--- src/rtl/sd_xfer_pkg.sv ---
// Shared types and constants for the SD block-read path: FSM states,
// SPI token bytes, CRC polynomial and default FIFO sizing.
package sd_xfer_pkg;

   typedef enum logic [2:0] {
      IDLE,
      TOK_ISSUE,
      TOK_WAIT,
      DAT_ISSUE,
      DAT_WAIT,
      CRC_ISSUE,
      CRC_WAIT,
      FINISH
   } sd_state_e;

   localparam logic [7:0]  TOKEN_START        = 8'hFE;
   localparam logic [7:0]  IDLE_BYTE          = 8'hFF;
   localparam logic [15:0] CRC16_POLY         = 16'h1021;
   localparam int          DEFAULT_FIFO_DEPTH = 16;

endpackage

--- src/rtl/crc16_byte.sv ---
// Combinational CRC16-CCITT update for one byte, bits taken MSB first.
module crc16_byte
   import sd_xfer_pkg::*;
(
   input  logic [15:0] crc_in,
   input  logic [7:0]  data_byte,
   output logic [15:0] crc_out
);

   logic [15:0] c;
   logic        fb;

   always_comb begin
      c  = crc_in;
      fb = 1'b0;
      for (int i = 7; i >= 0; i--) begin
         fb = c[15] ^ data_byte[i];
         c  = {c[14:0], 1'b0} ^ (fb ? CRC16_POLY : 16'h0000);
      end
      crc_out = c;
   end

endmodule

--- src/rtl/sd_block_reader.sv ---
// Reads one SD data block through a byte-wide SPI shifter: polls for the start
// token, streams data bytes into a fall-through FIFO, then checks the CRC16.
module sd_block_reader
   import sd_xfer_pkg::*;
#(
   parameter int FIFO_DEPTH = DEFAULT_FIFO_DEPTH,
   parameter int LEN_W      = 10
) (
   input  logic             clk,
   input  logic             rst_n,
   input  logic             start,
   input  logic             abort,
   input  logic [LEN_W-1:0] len,
   input  logic [15:0]      tok_timeout,
   output logic             sh_start_read,
   input  logic             sh_busy,
   input  logic [7:0]       sh_data,
   output logic [7:0]       rd_data,
   output logic             rd_valid,
   input  logic             rd_ready,
   output logic             busy,
   output logic             done,
   output logic             err_timeout,
   output logic             err_token,
   output logic             err_crc,
   output sd_state_e        state_dbg
);

   localparam int             AW        = $clog2(FIFO_DEPTH);
   localparam int             CW        = LEN_W + 1;
   localparam logic [CW-1:0]  LEN_MAX   = CW'(512);
   localparam logic [AW:0]    DEPTH_CNT = (AW+1)'(FIFO_DEPTH);

   // Shifter handshake: a one-cycle sh_start_read launches a byte; the shifter
   // is busy from the next cycle and sh_data is valid on the first !sh_busy.
   // FIFO read port: a byte leaves when rd_valid && rd_ready at a clk edge.
   sd_state_e      state_q, state_d;
   logic [15:0]    poll_cnt_q, tok_max_q, tok_lim;
   logic [CW-1:0]  len_q, byte_cnt_q;
   logic [15:0]    crc_q, crc_next;
   logic [7:0]     crc_hi_q;
   logic           crc_idx_q;
   logic           accept, push, pop, flush, tok_poll;
   logic           set_timeout, set_token, crc_hi_load, crc_check;
   logic [7:0]     mem [FIFO_DEPTH];
   logic [AW-1:0]  wr_ptr_q, rd_ptr_q;
   logic [AW:0]    cnt_q;
   logic           fifo_full;

   assign tok_lim   = (tok_max_q == 16'd0) ? 16'd1 : tok_max_q;
   assign fifo_full = (cnt_q == DEPTH_CNT);
   assign rd_valid  = (cnt_q != '0);
   assign rd_data   = mem[rd_ptr_q];
   assign pop       = rd_valid && rd_ready;
   assign flush     = abort && (state_q != IDLE);
   assign busy      = (state_q != IDLE);
   assign state_dbg = state_q;

   crc16_byte u_crc (
      .crc_in    (crc_q),
      .data_byte (sh_data),
      .crc_out   (crc_next)
   );

   always_comb begin
      state_d       = state_q;
      sh_start_read = 1'b0;
      done          = 1'b0;
      accept        = 1'b0;
      push          = 1'b0;
      tok_poll      = 1'b0;
      set_timeout   = 1'b0;
      set_token     = 1'b0;
      crc_hi_load   = 1'b0;
      crc_check     = 1'b0;
      if (flush) begin
         state_d = IDLE;
      end else begin
         case (state_q)
            IDLE: if (start && !sh_busy) begin
               accept  = 1'b1;
               state_d = TOK_ISSUE;
            end
            TOK_ISSUE: begin
               sh_start_read = 1'b1;
               state_d       = TOK_WAIT;
            end
            TOK_WAIT: if (!sh_busy) begin
               if (sh_data == TOKEN_START) begin
                  state_d = DAT_ISSUE;
               end else if (sh_data == IDLE_BYTE) begin
                  tok_poll = 1'b1;
                  if (({1'b0, poll_cnt_q} + 17'd1) >= {1'b0, tok_lim}) begin
                     set_timeout = 1'b1;
                     state_d     = FINISH;
                  end else begin
                     state_d = TOK_ISSUE;
                  end
               end else begin
                  set_token = 1'b1;
                  state_d   = FINISH;
               end
            end
            // Only one byte is ever in flight, so a free slot here guarantees room.
            DAT_ISSUE: if (!fifo_full) begin
               sh_start_read = 1'b1;
               state_d       = DAT_WAIT;
            end
            DAT_WAIT: if (!sh_busy) begin
               push    = 1'b1;
               state_d = ((byte_cnt_q + CW'(1)) == len_q) ? CRC_ISSUE : DAT_ISSUE;
            end
            CRC_ISSUE: begin
               sh_start_read = 1'b1;
               state_d       = CRC_WAIT;
            end
            CRC_WAIT: if (!sh_busy) begin
               if (!crc_idx_q) begin
                  crc_hi_load = 1'b1;
                  state_d     = CRC_ISSUE;
               end else begin
                  crc_check = 1'b1;
                  state_d   = FINISH;
               end
            end
            FINISH: begin
               done    = 1'b1;
               state_d = IDLE;
            end
            default: state_d = IDLE;
         endcase
      end
   end

   always_ff @(posedge clk) begin
      if (!rst_n) begin
         state_q     <= IDLE;
         poll_cnt_q  <= '0;
         tok_max_q   <= '0;
         len_q       <= '0;
         byte_cnt_q  <= '0;
         crc_q       <= '0;
         crc_hi_q    <= '0;
         crc_idx_q   <= 1'b0;
         err_timeout <= 1'b0;
         err_token   <= 1'b0;
         err_crc     <= 1'b0;
      end else begin
         state_q <= state_d;
         if (accept) begin
            err_timeout <= 1'b0;
            err_token   <= 1'b0;
            err_crc     <= 1'b0;
            tok_max_q   <= tok_timeout;
            len_q       <= (len == '0) ? LEN_MAX : CW'(len);
            poll_cnt_q  <= '0;
            byte_cnt_q  <= '0;
            crc_q       <= '0;
            crc_idx_q   <= 1'b0;
         end
         if (tok_poll)    poll_cnt_q  <= poll_cnt_q + 16'd1;
         if (set_timeout) err_timeout <= 1'b1;
         if (set_token)   err_token   <= 1'b1;
         if (push) begin
            byte_cnt_q <= byte_cnt_q + CW'(1);
            crc_q      <= crc_next;
         end
         if (crc_hi_load) begin
            crc_hi_q  <= sh_data;
            crc_idx_q <= 1'b1;
         end
         if (crc_check && ({crc_hi_q, sh_data} != crc_q)) err_crc <= 1'b1;
      end
   end

   always_ff @(posedge clk) begin
      if (!rst_n || flush) begin
         wr_ptr_q <= '0;
         rd_ptr_q <= '0;
         cnt_q    <= '0;
      end else begin
         if (push) wr_ptr_q <= wr_ptr_q + AW'(1);
         if (pop)  rd_ptr_q <= rd_ptr_q + AW'(1);
         case ({push, pop})
            2'b10:   cnt_q <= cnt_q + (AW+1)'(1);
            2'b01:   cnt_q <= cnt_q - (AW+1)'(1);
            default: cnt_q <= cnt_q;
         endcase
      end
   end

   always_ff @(posedge clk) begin
      if (push) mem[wr_ptr_q] <= sh_data;
   end

endmodule

--- config.mk ---
export PLATFORM = sky130hd
export DESIGN_NAME = sd_block_reader
export DESIGN_NICKNAME = d
export VERILOG_FILES = /design/src/rtl/sd_xfer_pkg.sv /design/src/rtl/crc16_byte.sv /design/src/rtl/sd_block_reader.sv
export SDC_FILE = /design/constraint.sdc
export NUM_CORES = 1
export LEC_CHECK = 0
export CAP_MARGIN = 25
export CORE_MARGIN = 2
export CORE_UTILIZATION = 60
export DETAILED_ROUTE_END_ITERATION = 10
export GPL_TIMING_DRIVEN = 0
export PLACE_DENSITY = 0.8
export SLEW_MARGIN = 20
export SYNTH_ARGS = -nofsm -noshare
export SYNTH_HDL_FRONTEND = slang
export SYNTH_SLANG_ARGS = --single-unit
--- constraint.sdc ---
create_clock -name clk -period 3.87 [get_ports clk]
set_clock_uncertainty 0.15 [all_clocks]
set_input_delay 0.5805 -clock clk [delete_from_list [all_inputs] [get_ports clk]]
set_output_delay 0.5805 -clock clk [all_outputs]
set_load 0.05 [all_outputs]
After elaboration in Yosys (flattened, before gate mapping)
Memory sizes are Yosys's and may differ from the RTL's. A register that Yosys moved wholly into a read port is not among the register bits.
Index checks and enable logic that the tools add are counted.
{ "word_totals": {"reg_bits": 98, "ramBits": 128, "memories": 1, "out_inout_bits": 18} }
{ "memory_table": {"columns": ["memory", "depth", "width", "read_ports", "rd_clocked_by_memory_dff", "wr", "line", "source"], "rows": [
  ["mem", 16, 8, 1, 1, 1, "sd_block_reader.sv:45", "logic [7:0] mem [FIFO_DEPTH];"]
]} }
{ "classes": {"bitwise": 17, "add_sub_neg": 7, "magnitude_cmp": 1, "mux": 71, "reduce_logical": 22, "eq_ne": 19} }
{ "ops": {"columns": ["op", "n"], "rows": [
  ["$xor A16 B16 Y16", 8],
  ["$mux W13", 8],
  ["$mux W16", 4],
  ["$mux W1", 41],
  ["$mux W3", 9],
  ["$pmux W3 S8", 1],
  ["$mux W11", 2],
  ["$add A16 B1 Y17 const B", 1],
  ["$ge A17 B16 Y1", 1],
  ["$add A16 B1 Y16 const B", 1],
  ["$eq A8 B8 Y1 const B", 2],
  ["$logic_not A16 Y1", 1],
  ["$ne A16 B16 Y1", 1],
  ["$reduce_bool A2 Y1", 7],
  ["$eq A3 B3 Y1 const B", 4],
  ["$add A11 B1 Y11 const B", 1],
  ["$eq A11 B11 Y1", 1],
  ["$logic_not A10 Y1", 1],
  ["$mux W10", 1],
  ["$ne A2 B2 Y1 const B", 5],
  ["$pmux W5 S2", 1],
  ["$add A4 B1 Y4 const B", 2],
  ["$mux W4", 2],
  ["$xor A1 B1 Y1", 8],
  ["18 further kinds", 24]
]} }

Depth between registers and ports, before layout
{ "depth": {"word_depth": 25, "mapped_depth": 14, "depth_no_buf": 12} }

By module
From an unflattened synthesis, not the netlist that was laid out.
{ "hier_totals": {"cells_unflattened": 902, "area_unflattened_um2": 10837.9} }
{ "by_module_without_submodules": {"columns": ["mod", "seq_area_each_um2", "n_inst", "area_per_inst_um2", "cells_each"], "rows": [
  ["sd_block_reader", 5865.6, 1, 10442.5, 876],
  ["crc16_byte", 0.0, 1, 395.4, 26]
]} }

Worst setup path before layout
OpenSTA, ideal clock, no wires.
{ "synth_path": {"path_kind": "register to register", "start": "reg state_q[0] (netlist: state_dbg[0])", "end": "reg cnt_q[4]", "arrival_time_ps": 3028, "stages_incl_launch_ff": 15, "slack_ps": 564, "period_less_slack_ps": 3306, "setup_ps": 128, "cell_sequence": "dfxtp_1 > clkbuf_1 > nor3_1 > nor2b_1 > inv_2 > clkbuf_1 > ha_1 > inv_1 > fa_1 > nor2b_1 > o21ai_0 > and3_1 > nor3_1 > xnor2_1 > nor2_1"} }
{ "synth_between": {"elab_chain_len": 5} }
{ "synth_rtl": {"columns": ["item", "line", "source"], "rows": [
  ["start, declared", "sd_block_reader.sv:37", "sd_state_e state_q, state_d;"],
  ["start signal, assigned", "sd_block_reader.sv:149", "state_q <= state_d;"],
  ["$eq A3 B3 Y1 / $reduce_bool A3 Y1 (equally long branches)", "sd_block_reader.sv:79, sd_block_reader.sv:55", null],
  ["$mux W1 / $logic_and A1 B1 Y1 (equally long branches)", "sd_block_reader.sv:79, sd_block_reader.sv:55", null],
  ["$mux W1", "sd_block_reader.sv:76", "if (flush) begin"],
  ["$eq A2 B1 Y1 / $eq A2 B2 Y1 (equally long branches)", "sd_block_reader.sv:184", "case ({push, pop})"],
  ["$pmux W5 S2 / $reduce_bool A2 Y1 (equally long branches)", null, null],
  ["end signal, assigned", "sd_block_reader.sv:185", "2'b10: cnt_q <= cnt_q + (AW+1)'(1);"],
  ["end signal, assigned", "sd_block_reader.sv:186", "2'b01: cnt_q <= cnt_q - (AW+1)'(1);"],
  ["end signal, assigned", "sd_block_reader.sv:187", "default: cnt_q <= cnt_q;"],
  ["end, declared", "sd_block_reader.sv:47", "logic [AW:0] cnt_q;"]
]} }
Several ways; a longest one is shown, not always the timed one.
A chain may end at the register's enable or synchronous reset.

==> run_results.csv <==
group,metric,value,unit
power,leakage,4.292,nW
route,routed_wl,25.09,mm
setup_path,cp-start-kind,"register",
setup_path,path_delay_family,"buffers and inverters",
job,maxCapViolCount,0,
synthesis,async_reset_ff_share,0,%
synthesis,synth_cell_types,64,
timing,hold_viol_final,0,
route,m1WireLength,10.23,mm
placed_design,gp_congestion,0.8932,
clock_network,cts_tree,"built",
synthesis,ys_ff_latch,229,
placed_design,pre_cts_ws,-0.3980,ns
clock_network,numCtsBuffers,23,
clock_network,cts-root-buf,"clkbuf_16",
floorplanning,dieArea,18760,µm²
layout,mostFrequentLayoutCells,"128 x edfxtp_1, 101 x dfxtp_1, 91 x nand2_1",
floorplanning,die_height,137.0,µm
global_route,antenna_found_initial,0,
setup_path,crit_slowest_cell,"clkbuf_1",
setup_path,max_stage_delay,0.61,ns
placed_design,place_area,11480,µm²
synthesis,synth-main-ff-cell,"edfxtp_1",
synthesis,syn_area,10610,µm²
timing,period_minus_slack,3.729,ns
setup_path,worstPathArrival,3.00,ns
route,drtIter0Drc,598,
power,p_per_area,439.5,nW/µm²
floorplanning,die_w,137.0,µm
setup_path,rrSetupSlack,0.51,ns
setup_path,worstPathBufferInverterCount,2,
layout,final_common_cell,"edfxtp_1",
floorplanning,core_area,17300,µm²
setup_path,cp_common_cell,"mux4_2",
synthesis,synth_edf_count,128,
synthesis,yosys_warnings,0,
power,peakVddDrop,310.5,µV
outcome,status,"finished, final reports clean",
timing,finalSetupViolations,0,
timing,worst_pin_slew,0.9587,ns
timing,rsz0062_at_grt,"no",
placed_design,dp.cells,1182,
clock_network,cts.htree.levels,1,
layout,fill_cells,1219,
synthesis,syn_inst,900,
layout,final_cell_count_no_fill,1221,
synthesis,syn_area_per_cell,11.78,µm²
timing,hold_ws,0.3204,ns
route,top_layer_used,"met4",
clock_network,postCtsSetupBuffers,0,
layout,area.growth.synth_to_final,15.54,%
global_route,grt_overflow,0,
route,wl_met3,1.663,mm
placed_design,numPortBuffers,57,
layout,design_area,12250,µm²
timing,min_period_over_period,96.37,%
setup_path,required,3.14,ns
floorplanning,placementRows,48,
route,vias,7304,
timing,finalMaxSlewViolations,0,
route,drt-wirelength-per-cell,20.55,µm
setup_path,critical_path.endpoint_type,"primary output",
timing,relSlewSlack,35.85,%
clock_network,clock_path_buffers,3,
setup_path,crit_chain,"clkbuf_1, mux4_2, mux4_2, dlygate4sd2_1",
global_route,grt_pass1_vias,7267,
setup_path,critPathMaxFanout,10,
route,viasPerCell,5.982,
synthesis,seq_area_frac_synth,55.31,%
global_route,grt_max_degree,21,
floorplanning,io_pins,58,
route,met2WireLength,12.33,mm
timing,achievable-frequency,268.1,MHz
global_route,grt_pass1_wl,39.90,mm
route,drc,0,
route,first_pass_iters,5,
synthesis,synth_nets,968,
layout,antenna-diode-count,0,
setup_path,crit_type,"reg2out",
worst_hold_path,hp-class,"reg2reg",
clock_network,clock-sinks,229,
route,postRouteAntennaNets,0,
layout,nNetsFinal,1048,
global_route,track_usage,28.07,%
floorplanning,initial_core_util,61.31,%
timing,worst_slack,0.1407,ns
clock_network,clk_latency,0.50,ns
placed_design,hpwl,16.84,mm
layout,drive_gt1_share,10.04,%
clock_network,clk_pin_slew,0.06,ns
==> final cells by class <==
| class | count | area (µm²) | share of cell area (%) |
|---|---|---|---|
| Buffer | 48 | 209.0 | 1.705 |
| Clock buffer | 27 | 590.6 | 4.820 |
| Clock inverter | 14 | 195.2 | 1.593 |
| Inverter | 30 | 112.6 | 0.9190 |
| Multi-Input combinational cell | 591 | 4438 | 36.22 |
| Sequential cell | 229 | 5866 | 47.87 |
| Tap cell | 225 | 281.5 | 2.298 |
| Timing Repair Buffer | 57 | 560.5 | 4.575 |
==> tightest hold or removal path, stage by stage (launching register included) <==
cell and delay (ns):
dfxtp_1 0.32, nand2_1 0.05, a21boi_1 0.05
==> final timing paths <==
check	cells after the start	to	startpoint
min	2	tok_max_q[2]	tok_max_q[2]
max	4	rd_data[3]	register
max reg2reg	12	state_dbg[1]	poll_cnt_q[0]
min reg2reg	2	tok_max_q[2]	tok_max_q[2]
==> metal layers <==
metal | vias up | track usage [%]
met5 | - | 0
met4 | 0 | 10.14
met3 | 63 | 4.519
met2 | 284 | 48.45
met1 | 3519 | 35.78
li1 | 3438 | -
==> report_power, final <==
| group | switching [mW] | internal, mW | total [mW] |
|---|---|---|---|
| logic | 0.259 | 0.173 | 0.432 |
| registers | 0.0263 | 2.59 | 2.62 |
| clock network | 0.911 | 1.42 | 2.33 |
| total | 1.20 | 4.19 | 5.39 |
==> flip-flops by register name, indices dropped and copies added, names as in the netlist, named ones only <==
register     count
tok_max_q       16
crc_hi_q         8
err_token        1
err_crc          1
err_timeout      1
poll_cnt_q      16
crc_q           16
byte_cnt_q      11
state_dbg        3
cnt_q            5
crc_idx_q        1
mem            128
len_q           10
wr_ptr_q         4
rd_ptr_q         4
==> through the flow <==
| stage | setup TNS, ns | total power [mW] | util (%) |
|---|---|---|---|
| CTS | 0 | 5.406 | 70.88 |
| finish | 0 | 5.385 | 70.84 |
| floorplan | 0 | 2.935 | - |
| global route | 0 | 5.536 | 70.84 |
| global placement | -5.366 | 3.093 | 66.24 |
| detailed placement | -0.4956 | 3.102 | 66.36 |
==> synth_stat cells (all sizes together), types with 2 or more instances <==
library cell	n	share of area (%)
and3	11	0.67
nand3	25	1.2
nor3	18	0.85
ha	27	3.2
nor4	14	0.83
o211a	2	0.19
nor2	59	2.1
nand2b	5	0.29
mux2i	9	0.85
o211ai	2	0.19
buf	18	0.84
or3	7	0.46
a211oi	2	0.14
nand2	91	3.2
and2	7	0.44
nor2b	39	2.3
clkbuf	32	1.1
nand3b	2	0.14
a21boi	40	2.8
mux4	40	8.5
xnor2	30	2.5
o31a	2	0.17
a21oi	32	1.5
a22oi	15	1.1
and4	2	0.19
nand4	14	0.83
o21ai	25	1.2
a31oi	5	0.29
xor2	44	3.6
edfxtp	128	36
o31ai	3	0.21
inv	30	1.1
o21a	2	0.14
dfxtp	101	19
==> logic make-up (layout without fill, tap and decap cells) <==
kind of cell | after synthesis | in the layout | share of synthesized area (%)
simple gates | 298 | 298 | 13.84
flops | 229 | 229 | 55.31
compound gates | 142 | 142 | 8.919
buf+inv | 80 | 176 | 3.032
xor+xnor | 74 | 74 | 6.182
mux | 49 | 49 | 9.344
fa+ha+maj | 28 | 28 | 3.374
==> timing repair <==
item | CTS | global route
hold buffers | 0 | 0
resized for setup | 11 | 0
endpoints found under the setup margin | 8 | 2
No activity file was read; power rests on OpenSTA's default activity.
